`config.mk`:
```
export PLATFORM = sky130hd
export DESIGN_NAME = sram64_burst_reader_flat
export DESIGN_NICKNAME = d
export VERILOG_FILES = /design/src/rtl/sram64_burst_reader_pkg.sv /design/src/rtl/sram64_burst_reader_if.sv /design/src/rtl/sram64_rd_fifo.sv /design/src/rtl/sram64_burst_reader.sv /design/src/flat_wrapper.sv
export SDC_FILE = /design/constraint.sdc
export NUM_CORES = 1
export LEC_CHECK = 0
export BUFFER_PORTS_ARGS = -buffer_cell sky130_fd_sc_hd__buf_2
export CORE_MARGIN = 2
export CORE_UTILIZATION = 47
export CTS_CLUSTER_SIZE = 24
export DETAILED_ROUTE_END_ITERATION = 16
export MAX_ROUTING_LAYER = met4
export PLACE_DENSITY_LB_ADDON = 0.05
export SETUP_SLACK_MARGIN = 0.1
export SYNTH_ARGS = -nofsm -noshare
export SYNTH_HDL_FRONTEND = slang
export SYNTH_SLANG_ARGS = --single-unit
export TNS_END_PERCENT = 5
```
`constraint.sdc`:
```
create_clock -name clk -period 3.7 [get_ports clk]
set_clock_uncertainty 0.2 [all_clocks]
set_input_delay 0.555 -clock clk [delete_from_list [all_inputs] [get_ports clk]]
set_output_delay 0.555 -clock clk [all_outputs]
set_load 0.01 [all_outputs]
```
`src/rtl/sram64_burst_reader_pkg.sv`:
```
// Shared types and constants for the 64-bit SRAM burst reader.
package sram64_burst_reader_pkg;

  localparam int ABITS_DEF  = 14;
  localparam int DBITS_DEF  = 64;
  localparam int LBITS_DEF  = 15;
  localparam int FIFO_DEPTH = 2;

  typedef enum logic [1:0] {
    IDLE  = 2'd0,
    RUN   = 2'd1,
    DRAIN = 2'd2
  } state_t;

endpackage

```
`src/rtl/sram64_burst_reader_if.sv`:
```
// Request, read-stream and SRAM read-port signals of the burst reader.
interface sram64_burst_reader_if
  import sram64_burst_reader_pkg::*;
#(
  parameter int ABITS = ABITS_DEF,
  parameter int DBITS = DBITS_DEF,
  parameter int LBITS = LBITS_DEF
);
  logic             req_valid;
  logic             req_ready;
  logic [ABITS-1:0] req_addr;
  logic [LBITS-1:0] req_len;
  logic             rd_valid;
  logic             rd_ready;
  logic [DBITS-1:0] rd_data;
  logic             rd_last;
  logic             done;
  logic             mem_ce;
  logic [ABITS-1:0] mem_a;
  logic [DBITS-1:0] mem_q;

  // Requester/consumer/SRAM side
  modport master (
    output req_valid, req_addr, req_len, rd_ready, mem_q,
    input  req_ready, rd_valid, rd_data, rd_last, done, mem_ce, mem_a
  );

  // Burst reader side
  modport slave (
    input  req_valid, req_addr, req_len, rd_ready, mem_q,
    output req_ready, rd_valid, rd_data, rd_last, done, mem_ce, mem_a
  );
endinterface

```
`src/rtl/sram64_rd_fifo.sv`:
```
// Two-entry FIFO of {last, data} that absorbs the SRAM read latency.
module sram64_rd_fifo
  import sram64_burst_reader_pkg::*;
#(
  parameter int DBITS = DBITS_DEF
) (
  input  logic             clk,
  input  logic             rst,
  input  logic             push,
  input  logic             push_last,
  input  logic [DBITS-1:0] push_data,
  input  logic             pop,
  output logic             valid,
  output logic             head_last,
  output logic [DBITS-1:0] head_data,
  output logic [1:0]       count
);
  logic [DBITS:0] store [FIFO_DEPTH];
  logic           wr_ptr;
  logic           rd_ptr;

  // pointer and occupancy update
  always_ff @(posedge clk or negedge rst) begin
    if (!rst) begin
      wr_ptr <= 1'b0;
      rd_ptr <= 1'b0;
      count  <= 2'd0;
    end else begin
      if (push) wr_ptr <= ~wr_ptr;
      if (pop)  rd_ptr <= ~rd_ptr;
      count <= count + {1'b0, push} - {1'b0, pop};
    end
  end

  // entry storage; contents are only visible through the gated head
  always_ff @(posedge clk) begin
    if (push) store[wr_ptr] <= {push_last, push_data};
  end

  assign valid = (count != 2'd0);
  // head reads as zero when empty so the stream outputs are clean after reset
  assign {head_last, head_data} = valid ? store[rd_ptr] : '0;

  overflow_check: assert property (@(posedge clk) disable iff (!rst)
    !(push && !pop && count == 2'd2)) else $error("rd fifo overflow");
  underflow_check: assert property (@(posedge clk) disable iff (!rst)
    !(pop && !valid)) else $error("rd fifo underflow");
endmodule

```
`src/rtl/sram64_burst_reader.sv`:
```
// Burst read initiator: issues SRAM reads under a 2-word credit limit and
// streams the returned words with last-word marking and a done pulse.
module sram64_burst_reader
  import sram64_burst_reader_pkg::*;
#(
  parameter int ABITS = ABITS_DEF,
  parameter int DBITS = DBITS_DEF,
  parameter int LBITS = LBITS_DEF
) (
  input logic                  clk,
  input logic                  rst,
  sram64_burst_reader_if.slave bus
);
  state_t           state;
  state_t           state_nxt;
  logic [ABITS-1:0] addr;
  logic [LBITS-1:0] remaining;
  logic             vld_p1;
  logic             last_p1;
  logic             done_p1;
  logic [1:0]       fifo_count;
  logic             fifo_valid;
  logic             fifo_last;
  logic [DBITS-1:0] fifo_data;
  logic             accept;
  logic             pop;
  logic             credit;
  logic             ce;
  logic             ready;

  assign accept = bus.req_valid && ready;
  assign pop    = fifo_valid && bus.rd_ready;
  // fifo_count + inflight - pop < 2, rearranged to stay unsigned
  assign credit = ({1'b0, fifo_count} + {2'b00, vld_p1}) < (3'd2 + {2'b00, pop});

  // state register
  always_ff @(posedge clk or negedge rst) begin
    if (!rst) state <= IDLE;
    else      state <= state_nxt;
  end

  // next-state logic
  always_comb begin
    state_nxt = state;
    case (state)
      IDLE:    if (accept && bus.req_len != '0) state_nxt = RUN;
      RUN:     if (ce && remaining == LBITS'(1)) state_nxt = DRAIN;
      DRAIN:   if (pop && fifo_last) state_nxt = IDLE;
      default: state_nxt = IDLE;
    endcase
  end

  // state-decoded outputs
  always_comb begin
    ready = 1'b0;
    ce    = 1'b0;
    case (state)
      IDLE:    ready = 1'b1;
      RUN:     ce = (remaining != '0) && credit;
      default: ;
    endcase
  end

  // address/length counters, in-flight tag and done pulse
  always_ff @(posedge clk or negedge rst) begin
    if (!rst) begin
      addr      <= '0;
      remaining <= '0;
      vld_p1    <= 1'b0;
      last_p1   <= 1'b0;
      done_p1   <= 1'b0;
    end else begin
      // p0 -> p1: issued read is tagged in flight while the SRAM fetches it
      vld_p1  <= ce;
      last_p1 <= ce && (remaining == LBITS'(1));
      done_p1 <= (accept && bus.req_len == '0) ||
                 (state == DRAIN && pop && fifo_last);
      if (accept) begin
        addr      <= bus.req_addr;
        remaining <= bus.req_len;
      end else if (ce) begin
        addr      <= addr + ABITS'(1);
        remaining <= remaining - LBITS'(1);
      end
    end
  end

  // p1 -> fifo: SRAM output captured the cycle after its read enable
  sram64_rd_fifo #(.DBITS(DBITS)) u_fifo (
    .clk       (clk),
    .rst       (rst),
    .push      (vld_p1),
    .push_last (last_p1),
    .push_data (bus.mem_q),
    .pop       (pop),
    .valid     (fifo_valid),
    .head_last (fifo_last),
    .head_data (fifo_data),
    .count     (fifo_count)
  );

  assign bus.req_ready = ready;
  assign bus.mem_ce    = ce;
  assign bus.mem_a     = addr;
  assign bus.rd_valid  = fifo_valid;
  assign bus.rd_data   = fifo_data;
  assign bus.rd_last   = fifo_last;
  assign bus.done      = done_p1;
endmodule

```
`src/flat_wrapper.sv`:
```
// flat-port wrapper written by rule: the top's interface ports become plain ports
module sram64_burst_reader_flat import sram64_burst_reader_pkg::*;
#(
  parameter int ABITS = ABITS_DEF,
  parameter int DBITS = DBITS_DEF,
  parameter int LBITS = LBITS_DEF
)
  (clk, rst, bus_req_valid, bus_req_addr, bus_req_len, bus_rd_ready, bus_mem_q, bus_req_ready, bus_rd_valid, bus_rd_data, bus_rd_last, bus_done, bus_mem_ce, bus_mem_a);
  sram64_burst_reader_if #(.ABITS(ABITS), .DBITS(DBITS), .LBITS(LBITS)) bus_i ();
  input logic clk;
  input logic rst;
  input wire logic [$bits(bus_i.req_valid)-1:0] bus_req_valid;
  input wire logic [$bits(bus_i.req_addr)-1:0] bus_req_addr;
  input wire logic [$bits(bus_i.req_len)-1:0] bus_req_len;
  input wire logic [$bits(bus_i.rd_ready)-1:0] bus_rd_ready;
  input wire logic [$bits(bus_i.mem_q)-1:0] bus_mem_q;
  output wire logic [$bits(bus_i.req_ready)-1:0] bus_req_ready;
  output wire logic [$bits(bus_i.rd_valid)-1:0] bus_rd_valid;
  output wire logic [$bits(bus_i.rd_data)-1:0] bus_rd_data;
  output wire logic [$bits(bus_i.rd_last)-1:0] bus_rd_last;
  output wire logic [$bits(bus_i.done)-1:0] bus_done;
  output wire logic [$bits(bus_i.mem_ce)-1:0] bus_mem_ce;
  output wire logic [$bits(bus_i.mem_a)-1:0] bus_mem_a;
  assign bus_i.req_valid = bus_req_valid;
  assign bus_i.req_addr = bus_req_addr;
  assign bus_i.req_len = bus_req_len;
  assign bus_i.rd_ready = bus_rd_ready;
  assign bus_i.mem_q = bus_mem_q;
  assign bus_req_ready = bus_i.req_ready;
  assign bus_rd_valid = bus_i.rd_valid;
  assign bus_rd_data = bus_i.rd_data;
  assign bus_rd_last = bus_i.rd_last;
  assign bus_done = bus_i.done;
  assign bus_mem_ce = bus_i.mem_ce;
  assign bus_mem_a = bus_i.mem_a;
  sram64_burst_reader #(.ABITS(ABITS), .DBITS(DBITS), .LBITS(LBITS)) u_core (.clk(clk), .rst(rst), .bus(bus_i));
endmodule
```
# Yosys cells after proc, flatten, opt, wreduce, memory -nomap -nowiden
# Memories as Yosys holds them, arrays and structs flattened.
# Cells that the tools add are included.
word_totals:
  register_bits: 38
  ramBits: 130
  in_bits: 97
  out_inout_bits: 83
  elab_cells: 55
  mem_count: 1
memory_table:
  columns: ["name", "depth", "width", "read_ports", "rd_ports_with_merged_regs", "wr", "line", "rtl"]
  rows:
  - ["u_core.u_fifo.store", 2, 65, 1, 0, 1, "sram64_rd_fifo.sv:18", "logic [DBITS:0] store [FIFO_DEPTH];"]
classes:
  n_addsub: 6
  order_cmp: 1
  eq_ne: 6
  muxes: 13
  bitwise: 2
  n_reduce_logical: 17
ops:
  columns: ["op", "n"]
  rows:
  - ["65-bit 2-to-1 mux", 1]
  - ["15-bit 2-to-1 mux", 2]
  - ["15-bit nonzero test", 2]
  - ["14-bit 2-to-1 mux", 2]
  - ["15-bit by 1-bit == test with 1-bit output, second input constant", 1]
  - ["15-bit logical NOT", 1]
  - ["15-bit by 1-bit subtractor with 15-bit output, second input constant", 1]
  - ["14-bit by 1-bit adder with 14-bit output, second input constant", 1]
  - ["1-bit logical AND", 9]
  - ["2-bit 2-to-1 mux", 3]
  - ["2-bit by 1-bit inequality test with 1-bit output, second input constant", 3]
  - ["2-bit case mux with 3 select lines", 1]
  - ["1-bit 2-to-1 mux", 4]
  - ["2-bit nonzero test", 2]
  - ["2-bit by 1-bit adder with 3-bit output", 1]
  - ["2-bit by 1-bit adder with 3-bit output, first input constant", 1]
  - ["3-bit < comparator", 1]
  - ["3-bit AND reduction", 1]
  - ["2-bit by 1-bit adder with 2-bit output", 1]
  - ["2-bit by 1-bit == test with 1-bit output, second input constant", 1]
  - ["2-bit == test, second input constant", 1]
  - ["2-bit logical NOT", 1]
  - ["1-bit inverter", 2]
  - ["2-bit by 1-bit subtractor with 2-bit output", 1]
  - ["1-bit logical OR", 1]

# Logic depth before layout (Yosys ltp)
# Gate-level depths: netlist of the first run.
logic_depth:
  depth_word: 9
  ltp_mapped: 10
  depth_no_buf: 8

# By module
# From an unflattened synthesis of the first run, not the netlist that was laid out.
hier_totals:
  cells_unflattened: 507
  area_unflattened_um2: 7160.6
by_module_without_submodules:
  columns: ["module", "n_inst", "cells_each", "area_per_inst_um2", "seq_area_each_um2"]
  rows:
  - ["sram64_rd_fifo", 1, 291, 5144.9, 4003.8]
  - ["sram64_burst_reader", 1, 216, 2015.7, 850.8]

# Worst setup path before layout of the first run
# Ideal clock, no wire load.
synth_timing:
  path_kind: "reg2reg"
  from: "register u_core.vld_p1"
  to: "memory u_core.u_fifo.store[0][0] (netlist bit), enable pin"
  setup_time_ps: 489
  arrival_ps: 3166
  t_required_ps: 3011
  path_slack_ps: -154
  path_stages_with_launch: 3
  path_buffers: 0
  synth_period_minus_slack_ps: 3854
  path_cell_list: "dfrtp_1 > inv_1 > nor2_1"
synth_between:
  elab_chain_cells: 2
synth_rtl:
  columns: ["item", "line", "rtl"]
  rows:
  - ["start, declared", "sram64_burst_reader.sv:18", "logic vld_p1;"]
  - ["start signal, assigned", "sram64_burst_reader.sv:69", "vld_p1 <= 1'b0;"]
  - ["start signal, assigned", "sram64_burst_reader.sv:74", "vld_p1 <= ce;"]
  - ["1-bit 2-to-1 mux", "sram64_rd_fifo.sv:37", "if (push) store[wr_ptr] <= {push_last, push_data};"]
  - ["1-bit 2-to-1 mux (implied by the code)", "sram64_rd_fifo.sv:37", null]
  - ["end, declared", "sram64_rd_fifo.sv:18", null]
# Every way passes these cells.

# Worst setup path in the final report of the first run
layout_timing:
  from: "register u_core.u_fifo.count[0]"
  to: "output bus_mem_ce"
layout_between:
  elab_chain_cells: 6
  word_cells_on_any_way: 7
  cone_classes: "add/sub (2); order compare (1); mux (1); reduce/logical (3)"
layout_rtl:
  columns: ["item", "line", "rtl"]
  rows:
  - ["start, declared", "sram64_rd_fifo.sv:16", "output logic [1:0] count"]
  - ["start signal, assigned", "sram64_rd_fifo.sv:31", "count <= count + {1'b0, push} - {1'b0, pop};"]
  - ["2-bit nonzero test", "sram64_rd_fifo.sv:40", "assign valid = (count != 2'd0);"]
  - ["1-bit logical AND", "sram64_burst_reader.sv:32", "assign pop = fifo_valid && bus.rd_ready;"]
  - ["2-bit by 1-bit adder with 3-bit output", "sram64_burst_reader.sv:34", "assign credit = ({1'b0, fifo_count} + {2'b00, vld_p1}) < (3'd2 + {2'b00, pop});"]
  - ["3-bit < comparator *", "sram64_burst_reader.sv:34", null]
  - ["1-bit logical AND *", "sram64_burst_reader.sv:59", "RUN: ce = (remaining != '0) && credit;"]
  - ["1-bit 2-to-1 mux *", "sram64_burst_reader.sv:57", "case (state)"]
  - ["end, declared", "flat_wrapper.sv:22", "output wire logic [$bits(bus_i.mem_ce)-1:0] bus_mem_ce;"]
# Every way passes the cells marked *; elsewhere a longest branch is shown, timed or not.

==> results of run 1 <==
[layout by cell type, fill, tap and decap left out, types with 3 or more instances in the layout]
master     count
buf_2        179
edfxtp_1     130
nor2_1        86
mux2i_1       65
dfrtp_1       37
nand2_1       29
clkbuf_16     17
nand3_1       14
inv_1         10
nand4_1       10
nor3_1         9
a221o_1        8
o21ai_0        7
ha_1           7
nor4_1         6
a21oi_1        6
o211ai_1       6
clkinv_2       6
xnor2_1        5
or4_1          5
xor2_1         5
o21ai_1        3
and3_1         3
or3_1          3
a31oi_1        3
clkinv_4       3
buf_4          3
[cells in the mapped netlist, drive strengths merged (3+ instances only)]
cell type,count
xnor2,5
and2,3
nor3,9
nand4,11
nor3b,3
mux2i,65
nand3,15
o21ai,11
nor2,88
a221o,8
buf,14
or4,5
ha,7
or3,3
edfxtp,130
o211ai,6
inv,11
a21oi,6
nor4,9
xor2,5
a31oi,4
nand2,29
and3,3
dfrtp,38
clkbuf,11
[area by class of cell]
class | instances | area, sq um | share of cell area, %
repair buffers | 183 | 938 | 10.7
multi-input cells | 317 | 2130 | 24.4
flip-flops and latches | 168 | 4860 | 55.4
well taps | 184 | 230 | 2.63
clock inverters | 13 | 131 | 1.50
inverters | 11 | 41.3 | 0.471
clock buffers | 18 | 429 | 4.90
[final timing paths]
| kind | end | slack (ns) | depth (start not counted) | from |
|---|---|---|---|---|
| worst min-delay path | u_core.bus.mem_a[0] | 0.06 | 1 | rst |
| min in group clk | u_core.u_fifo.store[0][18] | 0.12 | 1 | bus_mem_q[18] |
| worst max-delay path | bus_mem_ce | 0.34 | 6 | u_core.u_fifo.count[0] |
| max in group asynchronous | u_core.u_fifo.rd_ptr | 2.59 | 1 | rst |
| worst min register to register | u_core.u_fifo.store[0][64] | 0.25 | 0 | u_core.last_p1 |
| worst max register to register | u_core.bus.mem_a[2] | 0.91 | 8 | u_core.remaining[0] |
[logic make-up after synthesis]
logic type / after synthesis
xor+xnor: 10
fa+ha+maj: 7
compound gates: 53
simple gates: 182
flops: 168
mux: 65
buf+inv: 36
[report_power, final]
group,internal [mW],switching [mW]
combinational,1.16,1.78
sequential,2.78,0.434
clock,0.986,0.703
total,4.92,2.92
[stage by stage]
step	area, sq um	hold slack [ns]
finish	8760	0.0563
global route	8760	0.0918
CTS	8760	0.0709
detailed placement	8200	0.239
global placement	8200	0.223
floorplan	7120	0.0594
[worst max-delay path, delay by kind of cell (launching register included)]
kind | cells | cell delay [ns]
adders and majority gates | 2 | 0.43
buffers and inverters | 2 | 0.57
DFF | 1 | 0.43
and+or+nand+nor | 2 | 0.75
[metal layers]
metal  GRT usage, %  vias up  part of all wire [%]
met4           5.95        0                   1.4
li1               -     2307                     -
met1           24.9     2331                    44
met5              -        -                     0
met3           5.44       23                   4.7
met2           32.4      144                    50
[registers in the layout (all words and copies together) (netlist names)]
name	cells
u_core.u_fifo.store	130
u_core.remaining	15
u_core.bus.mem_a	14
u_core.state	2
u_core.u_fifo.count	2
u_core.bus.done	1
u_core.last_p1	1
u_core.u_fifo.rd_ptr	1
u_core.u_fifo.wr_ptr	1
u_core.vld_p1	1
==> metrics list, run 1 <==
- Count of unique library cells instantiated by Yosys: 53
- The clock period could shrink to 3.36 ns.
* Number of placed cells counting well taps: 863
- Post-CTS repair changed the size of 0 cells.
- The portion of synthesized area spent on multiplexers is 9.14%.
- Before antenna repair, the detailed router went through 4 iterations.
- After detailed routing, the number of remaining DRC violations is 0.
- After technology mapping, the gate count stands at 521.
- The design draws 7.84 mW.
- Mapped cell area: 0.00712 sq mm
- Cell occurring most often along the worst timing path: ha_1
- The flow ran to the end, and the final reports show no timing, DRC or antenna violations.
- Total congestion overflow: 0
* Post-synthesis share of cell area spent on full adders, half adders and majority gates: 1.23%
- Count of port buffers added during placement: 179
- For the worst setup path, the data required time is 2.94 ns.
- The number of max-slew violations in the final report was 0.
- The number of global-route vias before repair came to 4,894.
- Tightest slew margin relative to the limit: 39.6%
* Fraction of the mapped netlist area in compound gates: 5.57%
- Nets: 802
* Synthesis warning total: 0
- VDD IR-drop max: 426 uV
- Dividing the detail-routed via count by the number of cells gives 5.37.
* Setup Fix Bufs, Post-CTS: 0
- Critical-path top delay cell: dfrtp_1
* Main combinational cell family by area after synthesis: simple AND/OR/NAND/NOR gates
* Final antenna-violating net count: 0
* Final hold violation count: 0
* Bufs on Longest Clock Path: 2
* CTS H-tree lvls: 4
* Routed WL: 15,200 microns
- 180 I/O pins were placed.
* Num CTS Buffers: 17
* Library cell occupying the most area in the post-synthesis netlist: edfxtp_1
- Once the floorplan was initialized, standard cells occupied 48.6% of the core.
- Layout cell share with drive strength beyond 1: 32.0%
* Syn Area/Cell: 13.7 sq um
- Share of synthesized flip-flops with an asynchronous set or reset: 22.6%
* Worst min-delay path class: input pin to async pin
- Leak: 3.69 nW
- Clock tree from TritonCTS: yes
* Power per cell area: 895 mW/mm^2
- For this design, the sink count on the clock tree is 168.
* RSZ-0062 raised after global routing: no
* Number of synthesized register bits: 168
* Post-route fraction of the period consumed by the critical path: 90.8%
- Setup slack after layout: 0.341 ns
* Top post-synthesis cells by area: edfxtp_1 55%, dfrtp_1 13%, mux2i_1 9.1%, nor2_1 4.6%, nand2_1 1.5%
* Overall Global Routing Usage: 20.0%
* Die footprint: 0.0161 sq mm
- Core Util, Final: 59.8%
* Post-Layout Cell Count: 894
* Area Overhead vs Synth: 23.1%
- Worst Max-Slew Pin Slew: 0.906 ns
* Slowest stage delay, CP: 0.43 ns
- The die is 127 microns wide.
- The first global-routing pass estimated 24,200 microns of wire.
- Derived from the worst setup path, the maximum achievable clock frequency is 0.298 GHz.
* Clock Pin Slew Worst Setup and Hold Paths: 0.06 ns
- Clock Root Buffer: clkbuf_16
- STA classifies the critical path startpoint as a flip-flop.
- Of the total synthesized cell area, the portion taken by AND, OR, NAND and NOR gates is 12.6%.
- Number of violations of the max-capacitance limit: 0
- Crit end category: output pin
- Post-detail-place hpwl: 9890 microns
- Counting every net in the synthesized netlist gives 625.
* Post-synth top flop: edfxtp_1
- Fill count: 1,226
- Placer congestion estimate: 0.824
* Synth Area in XOR/XNOR: 1.23%
- The later pin in the worst-skew pair is clocked with a latency of 0.42 ns.
- Worst-case setup slack after placement: 0.805 ns
- Post-CTS Hold Buffers: 0
* Top-area cell type share of the netlist area: 54.8%
- Critical-path maximum fanout: 17
- Crit path cell chain: ha_1 -> ha_1 -> nor3b_2 -> nand3_2 -> inv_2 -> buf_2
- The routed layout has 4,805 vias.
- Placeable core region: 0.0146 sq mm
- Maximum number of pins on one net before global-route repair: 67
* Num rows: 44
- The number of antenna violations at the first check in global routing came to 0.
- Setup violations remaining at the end of the flow were counted as 0.
- CP Data Arrival Time: 2.60 ns
- # diodes: 0
* DIE HEIGHT: 127 microns
- For this block, the initial DRC count from the detailed router was 386.
- Counting flops with a built-in enable in the synthesized netlist gives 130.
- Setup total negative slack: 0 ns
- After synthesis, flip-flops and latches occupy 68.2% of the total area.
* Type of the worst setup path: flip-flop to output pin
- Routed length per placed instance: 17.0 microns
No activity file was read; power rests on OpenSTA's default activity.
==> run 2, diff against run 1 <==
- CORE_ASPECT_RATIO: unset -> 0.7
- SYNTH_HIERARCHICAL: unset -> 1
==> run 2 against run 1 <==
Against the previous run:
- flip-flop and latch count unchanged
- register-to-register slack hardly changed
- combinational power is 1% higher
- utilization decreased by 0.75 points
- critical endpoint unchanged
- worst setup slack better by 0.16 ns
- critical path depth up 2
- sequential power is essentially flat
- clock-buffer cell count decreased by 1
- worst hold slack got worse by 0.0079 ns
- cell count rose by 0.22%
- first-iteration DRC count decreased by 25%
- via count decreased by 3.4%
==> metrics list, run 2 <==
- Result of the run: finished, final reports clean
- Post-detail-place hpwl: 9860 microns
* Mapped cell area: 0.00716 sq mm
- RSZ-0062 raised after global routing: no
* Setup total negative slack: 0 ns
- DIE HEIGHT: 107 microns
* Dominant delay contributor by cell family on the critical path: simple AND/OR/NAND/NOR gates
* VDD IR-drop max: 453 uV
- For this block, the initial DRC count from the detailed router was 291.
- Across every metal layer, demand over resource in global routing totals 19.4%.
* Num rows: 37
- Worst min-delay path class: input pin to async pin
* Final hold violation count: 0
- Library cell occupying the most area in the post-synthesis netlist: edfxtp_1
* CP Data Arrival Time: 2.44 ns
- The setup check on the worst reg-to-reg path leaves a slack of 0.92 ns.
* Post-CTS Hold Buffers: 0
- Number of synthesized register bits: 168
* Clock network latency to the later pin of the worst-skew pair: 0.42 ns
* Tightest slew margin relative to the limit: 37.9%
- The floorplan step defined a die boundary enclosing 0.0163 sq mm.
- Post-route fraction of the period consumed by the critical path: 86.4%
- Flip-flop count of the largest register, all copies and words added: 130
- # diodes: 0
- Register ranked first by flip-flop count: u_core/u_fifo/store
- Type of the worst setup path: flip-flop to output pin
* Vias after detailed routing: 4,641
- Port buffering added 179 buffers.
- The clock passes through at most 2 buffers.
- Before antenna repair, the detailed router went through 5 iterations.
- Total congestion overflow: 0
- Number of violations of the max-capacitance limit: 0
- Top-area cell type share of the netlist area: 54.5%
* Leading cell type in the layout, fill and taps excluded: buf_2
* Worst Max-Slew Pin Slew: 0.932 ns
- For this run, asynchronously set or reset flops after synthesis account for 22.6%.
* Commonest cells after routing, fill and taps aside: 179 x buf_2, 130 x edfxtp_1, 75 x nor2_1, 65 x mux2i_1, 37 x dfrtp_1
* Type of origin of the critical path: flip-flop
* Crit path cell chain: inv_1 -> ha_1 -> nor3b_1 -> nand4_2 -> buf_4 -> nand2_2 -> inv_2 -> buf_2
- Synthesis instantiated 50 different standard cells from the library.
* Min Clock Period, post-route: 3.20 ns
* Worst R2R End: u_core/bus.mem_a[5]
- Syn Inst Count: 507
- The number of max-slew violations in the final report is 0.
- Number of placed cells counting well taps: 864
- Routed length per placed instance: 16.6 microns
* Leak: 3.72 nW
- The worst setup path is captured at an output pin.
- Critical-path top delay cell: dfrtp_1
- In the post-synthesis netlist, the biggest area contributors are edfxtp_1 55%, dfrtp_1 13%, mux2i_1 9.1%, nor2_1 4.0%, xor2_1 2.2%.
* Worst EP required: 2.94 ns
- Num CTS Buffers: 17
* Ratio of routed vias to standard cells: 5.18
- The routed design has 14,900 microns of wire.
* Effective utilization at floorplan: 48.3%
- Nets: 792
* Number of nets in the synthesized netlist: 611
- TritonCTS built the clock tree.
- Layout cell share with drive strength beyond 1: 32.4%
- Sorting the synthesized cells by how often they occur yields 130 x edfxtp_1, 76 x nor2_1, 65 x mux2i_1, 38 x dfrtp_1, 27 x nand2_1.
- In this run, synthesis inferred 130 flip-flops with an integrated enable.
* Count of pins on the block boundary: 180
- Fill count: 1,237
- Of all nets on the critical path, the largest fanout is 12.
- Entering global routing, the biggest net connects 66 pins.
* Number of antenna violations at the first check in global routing: 0
- Placeable core region: 0.0148 sq mm
- The clock tree synthesis step divided the H-tree into 4 levels.
- Seq/Total Area, Yosys: 67.8%
* Count of endpoints failing setup in the final report: 0
- Max Fclk: 0.313 GHz
* Final antenna-violating net count: 0
* Worst reg2reg path startpoint: u_core/vld_p1
* Post_cts resized: 0
- Setup Fix Bufs, Post-CTS: 0
* Number of stages on the worst setup path: 8
- Syn Area/Cell: 14.1 sq um
* Die width: 152 microns
- After clock tree synthesis, the clock-pin slew on the worst setup and hold paths is 0.06 ns.
- Synthesis warning total: 6
- The tree is rooted in a clkbuf_16.
- Area Overhead vs Synth: 22.3%
- In the routed design, unresolved DRC markers number 0.
* Crit path buf inv count: 4
- Post-Layout Cell Count: 896
* Placer congestion estimate: 0.829
- The first global-routing pass estimated 23,100 microns of wire.
- For this run, the slowest stage of the critical path takes 0.45 ns.
- Worst R2R Path Depth: 7
- The clock drives 168 sinks.
- The number of global-route vias before repair was 4,549.
* Most frequent cell after synthesis: edfxtp_1
- For this design the ratio of total power to cell area is 907 mW/mm^2.
- Among all flip-flop cells after synthesis, the most frequent one is edfxtp_1.
[run 2: cell count changes after synthesis, moves of 4 or more]
| cell | change |
|---|---|
| buf_1 | -4 |
| buf_12 | +5 |
| clkbuf_1 | -4 |
| nor2_1 | -12 |
| o211ai_1 | -6 |
| o21ai_0 | +11 |
| xor2_1 | +13 |
[run 2: metrics by stage]
stage	util (%)	area, sq um	power (mW)	setup slack [ns]	hold slack [ns]
3_5_place_dp	55.2	8180	6.29	0.932	0.228
6_report	59.1	8750	7.94	0.502	0.0484
5_1_grt	59.1	8750	8.49	0.263	0.0963
3_3_place_gp	55.2	8180	6.23	0.978	0.224
4_1_cts	59.1	8750	8.04	0.478	0.0697
2_1_floorplan	-	7160	5.33	0.937	0.0594
[run 2: report_power, final]
| group | switching [mW] | total [mW] | internal [mW] |
|---|---|---|---|
| clock | 0.732 | 1.73 | 0.997 |
| sequential | 0.424 | 3.23 | 2.81 |
| combinational | 1.78 | 2.98 | 1.20 |
| total | 2.93 | 7.94 | 5.01 |
[run 2: layout make-up]
type / count / area [sq um] / area share, %
Sequential cell: 168 / 4860 / 55.5
Timing Repair Buffer: 186 / 961 / 11.0
Clock buffer: 17 / 425 / 4.86
Inverter: 12 / 45.0 / 0.515
Multi-Input combinational cell: 303 / 2070 / 23.6
Clock inverter: 15 / 151 / 1.73
Tap cell: 195 / 244 / 2.79
[run 2: worst max-delay path by stage]
stage                        start                   endpoint
2_1_floorplan        u_core/vld_p1  u_core/u_fifo/store[0][0]
3_3_place_gp         u_core/vld_p1                 bus_mem_ce
3_5_place_dp         u_core/vld_p1        u_core/bus.mem_a[5]
4_1_cts              u_core/vld_p1                 bus_mem_ce
5_1_grt        u_core/remaining[0]                 bus_mem_ce
6_report       u_core/remaining[0]                 bus_mem_ce
[run 2: layer usage]
layer / up-vias / wire [microns] / global-route usage, %
li1: 2230 / - / -
met1: 2251 / 6960 / 26.7
met2: 149 / 6910 / 29.4
met3: 11 / 953 / 5.08
met4: 0 / 93 / 4.50
met5: - / 0 / -
[run 2: kinds of logic (layout without fill, tap and decap cells)]
family	after synthesis	after routing	share of synthesized area, %
flip-flops	168	168	67.8
AND/OR/NAND/NOR	164	164	11.0
multiplexers	65	65	9.09
AO/OA/AOI/OAI	47	47	4.91
buffers and inverters	36	230	3.55
XOR/XNOR	20	20	2.45
adder cells (fa/ha/maj)	7	7	1.22
==> run 3, diff against run 2 <==
- SKIP_LAST_GASP: unset -> 1
- clock period: 3.7 -> 3 ns (I/O delays scaled with it)
==> run 3 against run 2 <==
Against the previous run:
- design area up 5.3%
- power increased by 28%
- sequential share of layout area decreased by 2.8 points
- wire length rose by 2.0%
- highest routed layer unchanged
- clock-buffer cell count unchanged
- cell count up 4.8%
- largest cell class unchanged
==> metrics list, run 3 (synthesis results as in run 2) <==
- The flow ran to the end, and the final reports show no timing, DRC or antenna violations.
- Clock tree from TritonCTS: yes
- WHS Endpoint: u_core/u_fifo/store[0][24]
- Hold timing on the final database bottoms out at a slack of 0.0194 ns.
* DIE HEIGHT: 107 microns
- Power per cell area: 1100 mW/mm^2
- Vias after detailed routing: 4,837
- Worst R2R Path Depth: 9
- Num rows: 37
* Setup total negative slack: 0 ns
* # diodes: 0
- Area Overhead vs Synth: 28.8%
* Maximum number of pins on one net before global-route repair: 66
- Die footprint: 0.0163 sq mm
- Count of port buffers added during placement: 179
* Clock Root Buffer: clkbuf_16
* Leading cell type in the layout, fill and taps excluded: buf_2
* Worst Max-Slew Pin Slew: 0.945 ns
* Pre-antenna DRT Iters: 5
* Placer congestion estimate: 0.849
- Post-place instance area: 0.00822 sq mm
- Nets: 835
* Register ranked first by flip-flop count: u_core/u_fifo/store
* Bufs on Longest Clock Path: 2
- Derived from the worst setup path, the maximum achievable clock frequency is 0.355 GHz.
- The worst pin sits at a relative slew slack of 37.0%.
- Number of clock sinks seen by CTS: 168
- Crit end category: output pin
- CTS H-tree lvls: 4
- Die width: 152 microns
- Post-detail-place hpwl: 10,000 microns
- In the layout the commonest cells are 179 x buf_2, 130 x edfxtp_1, 75 x nor2_1, 65 x mux2i_1, 37 x dfrtp_1.
- After detailed routing, the number of remaining DRC violations is 0.
- Final hold violation count: 0
- Critical-path maximum fanout: 12
- Counting instances, the worst hold path has a depth of 1.
- At the worst endpoint, the required time is 2.35 ns.
- Across the VDD grid, the largest voltage drop is 598 uV.
- Routed length per placed instance: 16.2 microns
- Setup slack after layout: 0.185 ns
- The worst path uses 93.8% of the clock period.
- Cells fill 62.2% of the core in the end.
* RSZ-0062 raised after global routing: no
- For flop-to-flop paths, the worst setup slack is 0.33 ns.
* Placeable core region: 0.0148 sq mm
- Clock Pin Slew Worst Setup and Hold Paths: 0.06 ns
- Number of antenna violations at the first check in global routing: 0
- Final instance area: 0.00922 sq mm
* Type of origin of the critical path: flip-flop
- Before CTS, the worst setup slack after placement is 0.316 ns.
- Min Clock Period, post-route: 2.81 ns
- The post-route netlist has 32.3% of its cells at a drive strength greater than 1.
- Leak: 3.91 nW
- Type of the worst setup path: flip-flop to output pin
- Once the floorplan was initialized, standard cells occupied 48.3% of the core.
* Worst min-delay path class: input pin to flip-flop
- Number of violations of the max-capacitance limit: 0
* Worst R2R End: u_core/remaining[6]
- In the global route stage, overall resource usage came out at 19.2%.
- Worst Min Path Start: bus_mem_q[24]
- Final Max Tran Viols: 0
- Data on the critical path arrives at its endpoint at 2.16 ns.
* Final antenna-violating net count: 0
- Count of pins on the block boundary: 180
- Flip-flop count of the largest register, all copies and words added: 130
- Fill count: 1,170
- The detailed router finished its first iteration with 321 violations.
- The first global-routing pass estimated 22,700 microns of wire.
* Total congestion overflow: 0
- Setup violations remaining at the end of the flow were counted as 0.
- Routed WL: 15,200 microns
- Vias in the first global route: 4,545
- Num CTS Buffers: 17
- Ratio of routed vias to standard cells: 5.15
* Worst reg2reg path startpoint: u_core/remaining[1]
* Clock network latency to the later pin of the worst-skew pair: 0.42 ns
## run 3: cell types whose count changed in the layout (fill, tap and decap cells not counted), sizes merged
| cell | before | now |
|---|---|---|
| buf | 186 | 198 |
| inv | 16 | 17 |
| clkinv | 8 | 4 |
| clkinvlp | 1 | 4 |
| dlygate4sd3 | 0 | 31 |
## run 3: repair_timing
action                     CTS  global route
hold buffers                14            17
setup endpoints to repair    1             1
hold endpoints to repair    62            32
gates cloned                 1             0
gates resized for setup      4             3
pin swaps                    1             1
buffers inserted             4             5
## run 3: cell type report
type,instances,area [sq um],share of cell area (%)
Sequential cell,168,4860,52.7
Multi-Input combinational cell,303,2080,22.6
Timing Repair Buffer,229,1390,15.1
Clock buffer,17,425,4.61
Tap cell,195,244,2.65
Clock inverter,15,166,1.80
Inverter,12,52.6,0.570
## run 3: worst max-delay path by stage
stage,from,end,depth (start not counted)
6_report,u_core/vld_p1,bus_mem_ce,7
5_1_grt,u_core/vld_p1,bus_mem_ce,7
4_1_cts,u_core/vld_p1,bus_mem_ce,7
3_5_place_dp,u_core/vld_p1,bus_mem_ce,7
3_3_place_gp,u_core/vld_p1,bus_mem_ce,7
2_1_floorplan,u_core/vld_p1,u_core/u_fifo/store[0][0],1
## run 3: per-layer routing
layer | track usage [%] | share of wire, % | wire length (microns)
met4 | 5.82 | 0.86 | 131
met2 | 28.9 | 47 | 7110
met1 | 26.0 | 46 | 6930
met3 | 5.00 | 6.8 | 1040
met5 | - | 0 | 0
## run 3: worst max-delay path, cell delays in order, from the launching register on
cell and delay [ns]:
dfrtp_1 0.39, ha_1 0.30, nand3b_1 0.20, a2111oi_4 0.41, buf_6 0.16, nand2_4 0.07
inv_8 0.10, buf_4 0.13
## run 3: power breakdown
part	internal (mW)	total, mW	leakage [nW]	switching [mW]
Sequential	3.46	3.86	1.69	0.399
Clock	1.24	2.15	0.276	0.913
Combinational	1.71	4.16	1.95	2.45
Total	6.40	10.2	3.91	3.76
## run 3: metrics by stage
| step | power [mW] | instances |
|---|---|---|
| floorplan | 6.58 | 507 |
| global placement | 7.76 | 866 |
| detailed placement | 7.86 | 866 |
| CTS | 10.2 | 917 |
| global route | 10.8 | 939 |
| finish | 10.2 | 939 |
